===== src/rtl/stopwatch_pkg.sv =====
// Shared encodings for the stopwatch time base.
// Commands, FSM states and the decade digit limit.
package stopwatch_pkg;

    typedef enum logic [1:0] {
        CTRL_NONE  = 2'd0,
        CTRL_START = 2'd1,
        CTRL_PAUSE = 2'd2,
        CTRL_STOP  = 2'd3
    } sw_ctrl_t;

    typedef enum logic [1:0] {
        ST_STOPPED  = 2'd0,
        ST_COUNTING = 2'd1,
        ST_PAUSED   = 2'd2
    } sw_state_t;

    localparam logic [3:0] DIGIT_MAX = 4'd9;

endpackage


===== src/rtl/tick_decade.sv =====
// One BCD decade of the tick cascade.
// Advances on en_in and passes a carry on 9 -> 0.
module tick_decade
    import stopwatch_pkg::*;
(
    input  logic       clk,
    input  logic       rst,
    input  logic       clr,
    input  logic       en_in,
    output logic [3:0] digit,
    output logic       en_out
);

    logic at_max;

    assign at_max = (digit == DIGIT_MAX);
    assign en_out = en_in && at_max;

    always_ff @(posedge clk or negedge rst) begin
        if (!rst) begin
            digit <= '0;
        end else if (clr) begin
            digit <= '0;
        end else if (en_in) begin
            digit <= at_max ? 4'd0 : digit + 4'd1;
        end
    end

endmodule


===== src/rtl/stopwatch_tick_gen.sv =====
// Stopwatch time base: prescaler plus cascaded decades.
// Optional BCD phase output under STOPWATCH_PHASE_EN.
module stopwatch_tick_gen
    import stopwatch_pkg::*;
#(
    parameter int CLK_HZ  = 50_000_000,
    parameter int BASE_HZ = 1000,
    parameter int N_TICKS = 4
) (
    input  logic               clk,
    input  logic               rst,
    input  logic [1:0]         ctrl,
    output logic [N_TICKS-1:0] tick,
    output logic [1:0]         state,
    output logic               running
`ifdef STOPWATCH_PHASE_EN
    ,
    output logic [4*(N_TICKS-1)-1:0] phase
`endif
);

    localparam int DIV   = CLK_HZ / BASE_HZ;
    localparam int PRE_W = $clog2(DIV);
    localparam logic [PRE_W-1:0] PRE_MAX =
        PRE_W'(DIV - 1);

    sw_state_t          state_q;
    sw_state_t          state_d;
    sw_ctrl_t           cmd;
    logic               counting;
    logic               clr;
    logic [PRE_W-1:0]   pre;
    logic [N_TICKS-1:0] wrap;

    assign cmd      = sw_ctrl_t'(ctrl);
    assign counting = (state_q == ST_COUNTING);
    assign state    = state_q;
    assign running  = counting;

    always_comb begin
        state_d = state_q;
        unique case (state_q)
            ST_STOPPED: begin
                if (cmd == CTRL_START)
                    state_d = ST_COUNTING;
            end
            ST_COUNTING: begin
                if (cmd == CTRL_PAUSE)
                    state_d = ST_PAUSED;
                else if (cmd == CTRL_STOP)
                    state_d = ST_STOPPED;
            end
            ST_PAUSED: begin
                if (cmd == CTRL_START)
                    state_d = ST_COUNTING;
                else if (cmd == CTRL_STOP)
                    state_d = ST_STOPPED;
            end
            default: state_d = ST_STOPPED;
        endcase
    end

    // Anything heading to STOPPED wipes the phase and any tick.
    assign clr     = (state_d == ST_STOPPED);
    assign wrap[0] = counting && (pre == PRE_MAX);

    always_ff @(posedge clk or negedge rst) begin
        if (!rst) begin
            state_q <= ST_STOPPED;
        end else begin
            state_q <= state_d;
        end
    end

    always_ff @(posedge clk or negedge rst) begin
        if (!rst) begin
            pre <= '0;
        end else if (clr) begin
            pre <= '0;
        end else if (counting) begin
            pre <= wrap[0] ? '0 : pre + PRE_W'(1);
        end
    end

    for (genvar k = 1; k < N_TICKS; k++) begin : g_dec
        tick_decade u_dec (
            .clk    (clk),
            .rst    (rst),
            .clr    (clr),
            .en_in  (wrap[k-1]),
`ifdef STOPWATCH_PHASE_EN
            .digit  (phase[4*k-4 +: 4]),
`else
            .digit  (),
`endif
            .en_out (wrap[k])
        );
    end

    always_ff @(posedge clk or negedge rst) begin
        if (!rst) begin
            tick <= '0;
        end else begin
            tick <= clr ? '0 : wrap;
        end
    end

endmodule


===== config.mk =====
export PLATFORM = sky130hd
export DESIGN_NAME = stopwatch_tick_gen
export DESIGN_NICKNAME = d
export VERILOG_FILES = /design/src/rtl/stopwatch_pkg.sv /design/src/rtl/tick_decade.sv /design/src/rtl/stopwatch_tick_gen.sv
export SDC_FILE = /design/constraint.sdc
export NUM_CORES = 1
export LEC_CHECK = 0
export CORE_MARGIN = 3
export CORE_UTILIZATION = 59
export CTS_BUF_LIST = sky130_fd_sc_hd__clkbuf_8
export CTS_CLUSTER_SIZE = 12
export DETAILED_ROUTE_END_ITERATION = 8
export DONT_BUFFER_PORTS = 1
export PLACE_DENSITY = 0.84
export SETUP_SLACK_MARGIN = 0.02
export SYNTH_ARGS = -nofsm -noshare
export SYNTH_HDL_FRONTEND = slang
export SYNTH_SLANG_ARGS = --single-unit

===== constraint.sdc =====
create_clock -name clk -period 1.95 [get_ports clk]
set_input_delay 0.39 -clock clk [delete_from_list [all_inputs] [get_ports clk]]
set_output_delay 0.39 -clock clk [all_outputs]
set_load 0.1 [all_outputs]

After elaboration in Yosys (flattened, before gate mapping)

Index checks and enable logic that the tools add are counted.

Register bits after elaboration: 34
Input port bits: 4
Output and inout port bits: 7
Logic and storage cells: 47

Add/subtract/negate cells: 4
Equality and inequality tests: 9
Mux-type cells: 18
Reduce and logical (&&, ||, !) cells: 10

Operators with widths:

| kind                                                             | count |
|---|---|
| 16-bit 2-to-1 mux                                                | 3 |
| 4-bit 2-to-1 mux                                                 | 10 |
| 16-bit by 1-bit adder with 16-bit output (second input constant) | 1 |
| 16-bit == test (second input constant)                           | 1 |
| 4-bit by 1-bit adder with 4-bit output (second input constant)   | 3 |
| 4-bit == test (second input constant)                            | 3 |
| 2-bit 2-to-1 mux                                                 | 4 |
| 2-bit nonzero test                                               | 4 |
| 2-bit == test (second input constant)                            | 3 |
| 2-bit one-hot mux with 3 select lines                            | 1 |
| 2-bit by 1-bit == test with 1-bit output (second input constant) | 2 |
| 1-bit logical AND                                                | 4 |
| 2-bit zero test                                                  | 2 |

Depth between registers and ports, before layout

Depth after elaboration: 6
Gate-level depth with buffers: 7
Depth with buffers taken out: 6

By module

Synthesis repeated with hierarchy kept, for this count alone.

Cell total of the unflattened synthesis: 186
Area, all modules: 1811.7 um^2

Modules (own cells, without submodules):

| module             | times used | cells each | area an instance (um^2) | sequential area each (um^2) |
|---|---|---|---|---|
| stopwatch_tick_gen | 1          | 108        | 1087.3                  | 550.5 |
| tick_decade        | 3          | 26         | 241.5                   | 100.1 |

Worst setup path before layout

Ideal clock, no wire load.

Kind: reg2reg
From: register state_q[1] (netlist: state[1])
To: register pre[11]
Library setup time: 0.087 ns
Arrival: 2.949 ns
Data required time: 1.863 ns
Slack: -1.086 ns
Stages on the path, launching flop included: 7
Buffers on the path: 1
Clock period less this slack: 3.036 ns
Cells stage by stage: dfrtp_1 nand2b_1 clkinv_1 nand2_1 clkbuf_1 o21ai_1 o211ai_1

Longest elaborated chain between the ends: 5
Elaborated cells between the ends (all ways): 14
Classes of those cells: eq/ne: 2; mux: 8; reduce/logical: 4

RTL lines:

| element                                    | line                     | source |
|---|---|---|
| start, declared                            | stopwatch_tick_gen.sv:27 | `sw_state_t state_q;` |
| start signal, assigned                     | stopwatch_tick_gen.sv:71 | `state_q <= state_d;` |
| 2-bit by 1-bit == test with 1-bit output * | stopwatch_tick_gen.sv:36 | `assign counting = (state_q == ST_COUNTING);` |
| via running                                | stopwatch_tick_gen.sv:15 | `output logic running` |
| 1-bit logical AND                          | stopwatch_tick_gen.sv:65 | `assign wrap[0] = counting && (pre == PRE_MAX);` |
| 16-bit 2-to-1 mux                          | stopwatch_tick_gen.sv:81 | `pre <= wrap[0] ? '0 : pre + PRE_W'(1);` |
| 16-bit 2-to-1 mux                          | stopwatch_tick_gen.sv:80 | `end else if (counting) begin` |
| 16-bit 2-to-1 mux                          | stopwatch_tick_gen.sv:78 | `end else if (clr) begin` |
| end signal, assigned                       | stopwatch_tick_gen.sv:81 |  |
| end, declared                              | stopwatch_tick_gen.sv:32 | `logic [PRE_W-1:0] pre;` |

The timed path passes the listed nets; every way through them passes the cells marked *. The select of a mux whose other input is x is not followed.
A chain may end at the register's enable or synchronous reset.

Worst setup path after layout

From: register pre[1]
To: register g_dec[3].u_dec.digit[1]

Longest elaborated chain between the ends: 5

RTL lines:

| element                         | line                     | source |
|---|---|---|
| 16-bit == test                  | stopwatch_tick_gen.sv:65 |  |
| 1-bit logical AND               | stopwatch_tick_gen.sv:65 |  |
| 1-bit logical AND (2 in series) | tick_decade.sv:17        | `assign en_out = en_in && at_max;` |
| 2-bit nonzero test (no line)    | -                        |  |
| end signal, assigned            | tick_decade.sv:25        | `digit <= at_max ? 4'd0 : digit + 4'd1;` |
| end, declared                   | tick_decade.sv:10        | `output logic [3:0] digit,` |

No other way between the ends.

==> impl_metrics.py <==
metrics = {
    "outcome": {
        "status": "complete, but fails checks",
        "violations": "setup timing",
    },
    "floorplan": {
        "start_util_pct": 63.8,
        "dieArea_um2": 4120,
        "rows": 20,
        "die_w_um": 64.2,
        "coreArea_um2": 3130,
        "ioPinCount": 11,
        "die_y_um": 64.2,
    },
    "logic_synthesis": {
        "yosysMostFrequentCell": "dfrtp_1",
        "synth_common_cells": "dfrtp_1, a21oi_1, nand2_1, o21ai_0, or4_1",
        "synth_area_leaders": "dfrtp_1, a21oi_1, or4_1",
        "ys_seq_area_share_pct": 42.6,
        "netlist_area_um2": 2000,
        "synth_top_area_cell": "dfrtp_1",
        "synth.ff_latch_count": 34,
        "synth_xor_xnor_area_share_pct": 0,
        "synthDistinctLibCells": 38,
        "synth_ff_type": "dfrtp_1",
        "synth_top_cell_area_share_pct": 42.6,
        "async_flop_share_pct": 100,
        "synthMuxAreaShare_pct": 0,
        "synth_area_per_cell_um2": 8.95,
        "synth-edff-count": 0,
        "yosysWarnings": 0,
        "syn-instance-count": 223,
        "syn_nets": 234,
        "yosys.area_share.adder_pct": 4.39,
        "yosys.area_share.simple_pct": 30.8,
        "synth_top_family_by_area": "simple AND/OR/NAND/NOR gates",
        "synth-compound-area-share_pct": 17.6,
    },
    "detailed_routing": {
        "drt_first_iter_violations": 368,
        "drc": 0,
        "ant_nets": 0,
        "avgRoutedWirePerCell_um": 22.2,
        "firstDrtPassIters": 6,
        "viasPerCell": 7.31,
        "via_count": 2258,
        "wl_mm": 6.87,
    },
    "worst_hold_path": {
        "hold_class": "input port to register",
    },
    "timing": {
        "max_slew.worst_pin.slew_ns": 0.641,
        "fin_crit_ns": 2.08,
        "rsz0062_at_grt": "yes",
        "max_freq_mhz": 482,
        "finalCritPeriodShare_pct": 106,
        "setup_viol": 18,
        "max_slew_margin_pct": 56.9,
        "fin_ws_ns": -0.126,
        "slew_violations": 0,
        "fin_worst_skew_ns": 0.0182,
        "setup_tns_ns": -0.953,
        "hold_violations": 0,
    },
    "clock_tree": {
        "htreeDepth": 2,
        "cts_max_path_buffers": 2,
        "cts-buffers-inserted": 5,
        "cts.clk_slew.worst_paths_ns": 0.09,
        "cts_tree": "yes",
        "cts_root_buffer": "clkbuf_8",
        "clock_latency_ns": 0.31,
        "clock-sinks": 34,
    },
    "place": {
        "port_buffers": 0,
        "place_area_um2": 2270,
        "hpwl_mm": 3.41,
        "gp_congestion": 0.870,
    },
    "global_routing": {
        "grt_pass1_wl_mm": 9.68,
        "overflow": 0,
        "antenna_found_initial": 0,
        "grt_max_degree": 35,
        "grt_use_total_pct": 31.1,
        "grt_pass1_vias": 2082,
    },
    "final_layout": {
        "fill_cells": 147,
        "num-nets-final": 275,
        "seq_area_um2": 858,
        "diodes": 0,
        "drive_above_1_share_pct": 34.0,
        "area_delta_synth_final_pct": 35.4,
        "fin_area_um2": 2700,
        "multiInputGateArea_um2": 1260,
    },
    "worst_setup_path": {
        "required_ns": 2.19,
        "cp-end-kind": "register",
        "critPathLaunchType": "register",
        "arrival_ns": 2.31,
        "cp_max_fo": 6,
        "worst-setup-path-type": "register to register",
    },
    "power_and_ir_drop": {
        "p_leak_nw": 1.07,
        "p_per_area_nw_per_um2": 650,
        "max-vdd-ir-drop_mv": 0.659,
    },
    "flow_run": {
        "maxCapViolCount": 0,
    },
}
-- worst max-delay path, stage by stage, from the launching register on --
cell     delay [ns]
dfrtp_1        0.41
ha_4           0.18
nand3_4        0.10
or4_4          0.61
or4_4          0.56
a21oi_2        0.17
-- worst paths after layout --
check / startpoint / end / slack, ns / depth (start not counted)
worst max-delay path: pre[1]$_DFFE_PN0P_ / g_dec[3].u_dec.digit[1]$_DFFE_PN0P_ / -0.13 / 5
worst min-delay path: ctrl[0] / state[1]$_DFF_PN0_ / 0.14 / 1
worst max register to register: pre[1]$_DFFE_PN0P_ / g_dec[3].u_dec.digit[1]$_DFFE_PN0P_ / -0.13 / 5
worst min register to register: pre[15]$_DFFE_PN0P_ / pre[15]$_DFFE_PN0P_ / 0.61 / 2
max in group asynchronous: rst / state[1]$_DFF_PN0_ / 1.21 / 2
min in group asynchronous: rst / g_dec[3].u_dec.digit[1]$_DFFE_PN0P_ / 0.52 / 2
-- layer usage --
metal | wire (µm) | vias up | global-route usage [%]
met5 | 0 | - | 0
met4 | 494 | 0 | 18.2
met3 | 636 | 71 | 8.08
met2 | 3270 | 208 | 51.7
met1 | 2470 | 1045 | 35.9
li1 | - | 934 | -
-- report_power, final --
part / total [W] / leakage, nW / switching [W] / internal (W)
combinational: 0.000215 / 0.530 / 0.000147 / 0.0000671
clock: 0.000807 / 0.0683 / 0.000294 / 0.000512
sequential: 0.000734 / 0.469 / 0.0000154 / 0.000719
-- registers in the layout, summed over array words and instances (netlist names) --
name / count
pre: 16
g_dec.u_dec.digit: 12
tick: 4
state: 2
-- area by class of cell --
type / count / area share (%)
well taps: 44 / 2.04
repair buffers: 43 / 12.6
clock buffers: 5 / 2.55
multi-input cells: 171 / 46.8
clock inverters: 3 / 2.55
inverters: 9 / 1.71
flip-flops and latches: 34 / 31.8
-- layout by cell type, fill, tap and decap left out, types with 6 or more instances in the layout --
| cell type | synthesis | routed |
|---|---|---|
| buf_4 | 0 | 40 |
| or4_4 | 1 | 10 |
| nor3_1 | 7 | 6 |
| nand2_1 | 18 | 18 |
| nand3_1 | 14 | 12 |
| or4_1 | 15 | 8 |
| o21ai_0 | 15 | 14 |
| nand4_1 | 10 | 10 |
| ha_1 | 7 | 6 |
| or3_1 | 7 | 6 |
| a21oi_2 | 0 | 7 |
| dfrtp_1 | 34 | 32 |
| nor2_1 | 7 | 7 |
| a21oi_1 | 24 | 17 |
| inv_1 | 8 | 8 |
-- per-stage QoR --
stage | util [%] | hold slack [ns] | instances | total power, W | setup slack (ns)
6_report | 86.4 | 0.139 | 309 | 0.00176 | -0.126
5_1_grt | 86.4 | 0.135 | 309 | 0.00181 | -0.162
4_1_cts | 81.6 | 0.138 | 304 | 0.00172 | -0.0638
3_5_place_dp | 72.6 | 0.0954 | 289 | 0.000905 | -0.157
3_3_place_gp | 72.6 | 0.0953 | 289 | 0.000900 | -0.0284
2_1_floorplan | - | 0.0944 | 223 | 0.000854 | -0.0716
-- cells by family (layout without fill, tap and decap cells) --
kind of cell,Yosys count,in the layout
AND/OR/NAND/NOR,103,105
AO/OA/AOI/OAI,59,59
flip-flops,34,34
buffers and inverters,20,60
adder cells (fa/ha/maj),7,7
-- timing repair --
action | in CTS | in global routing
gates cloned | 2 | 0
endpoints found under the hold margin | 34 | 0
hold buffers | 2 | 0
gates resized for setup | 16 | 23
pin swaps | 16 | 9
setup buffers | 3 | 5
endpoints found under the setup margin | 27 | 26
(Power assumes the default switching activity.)
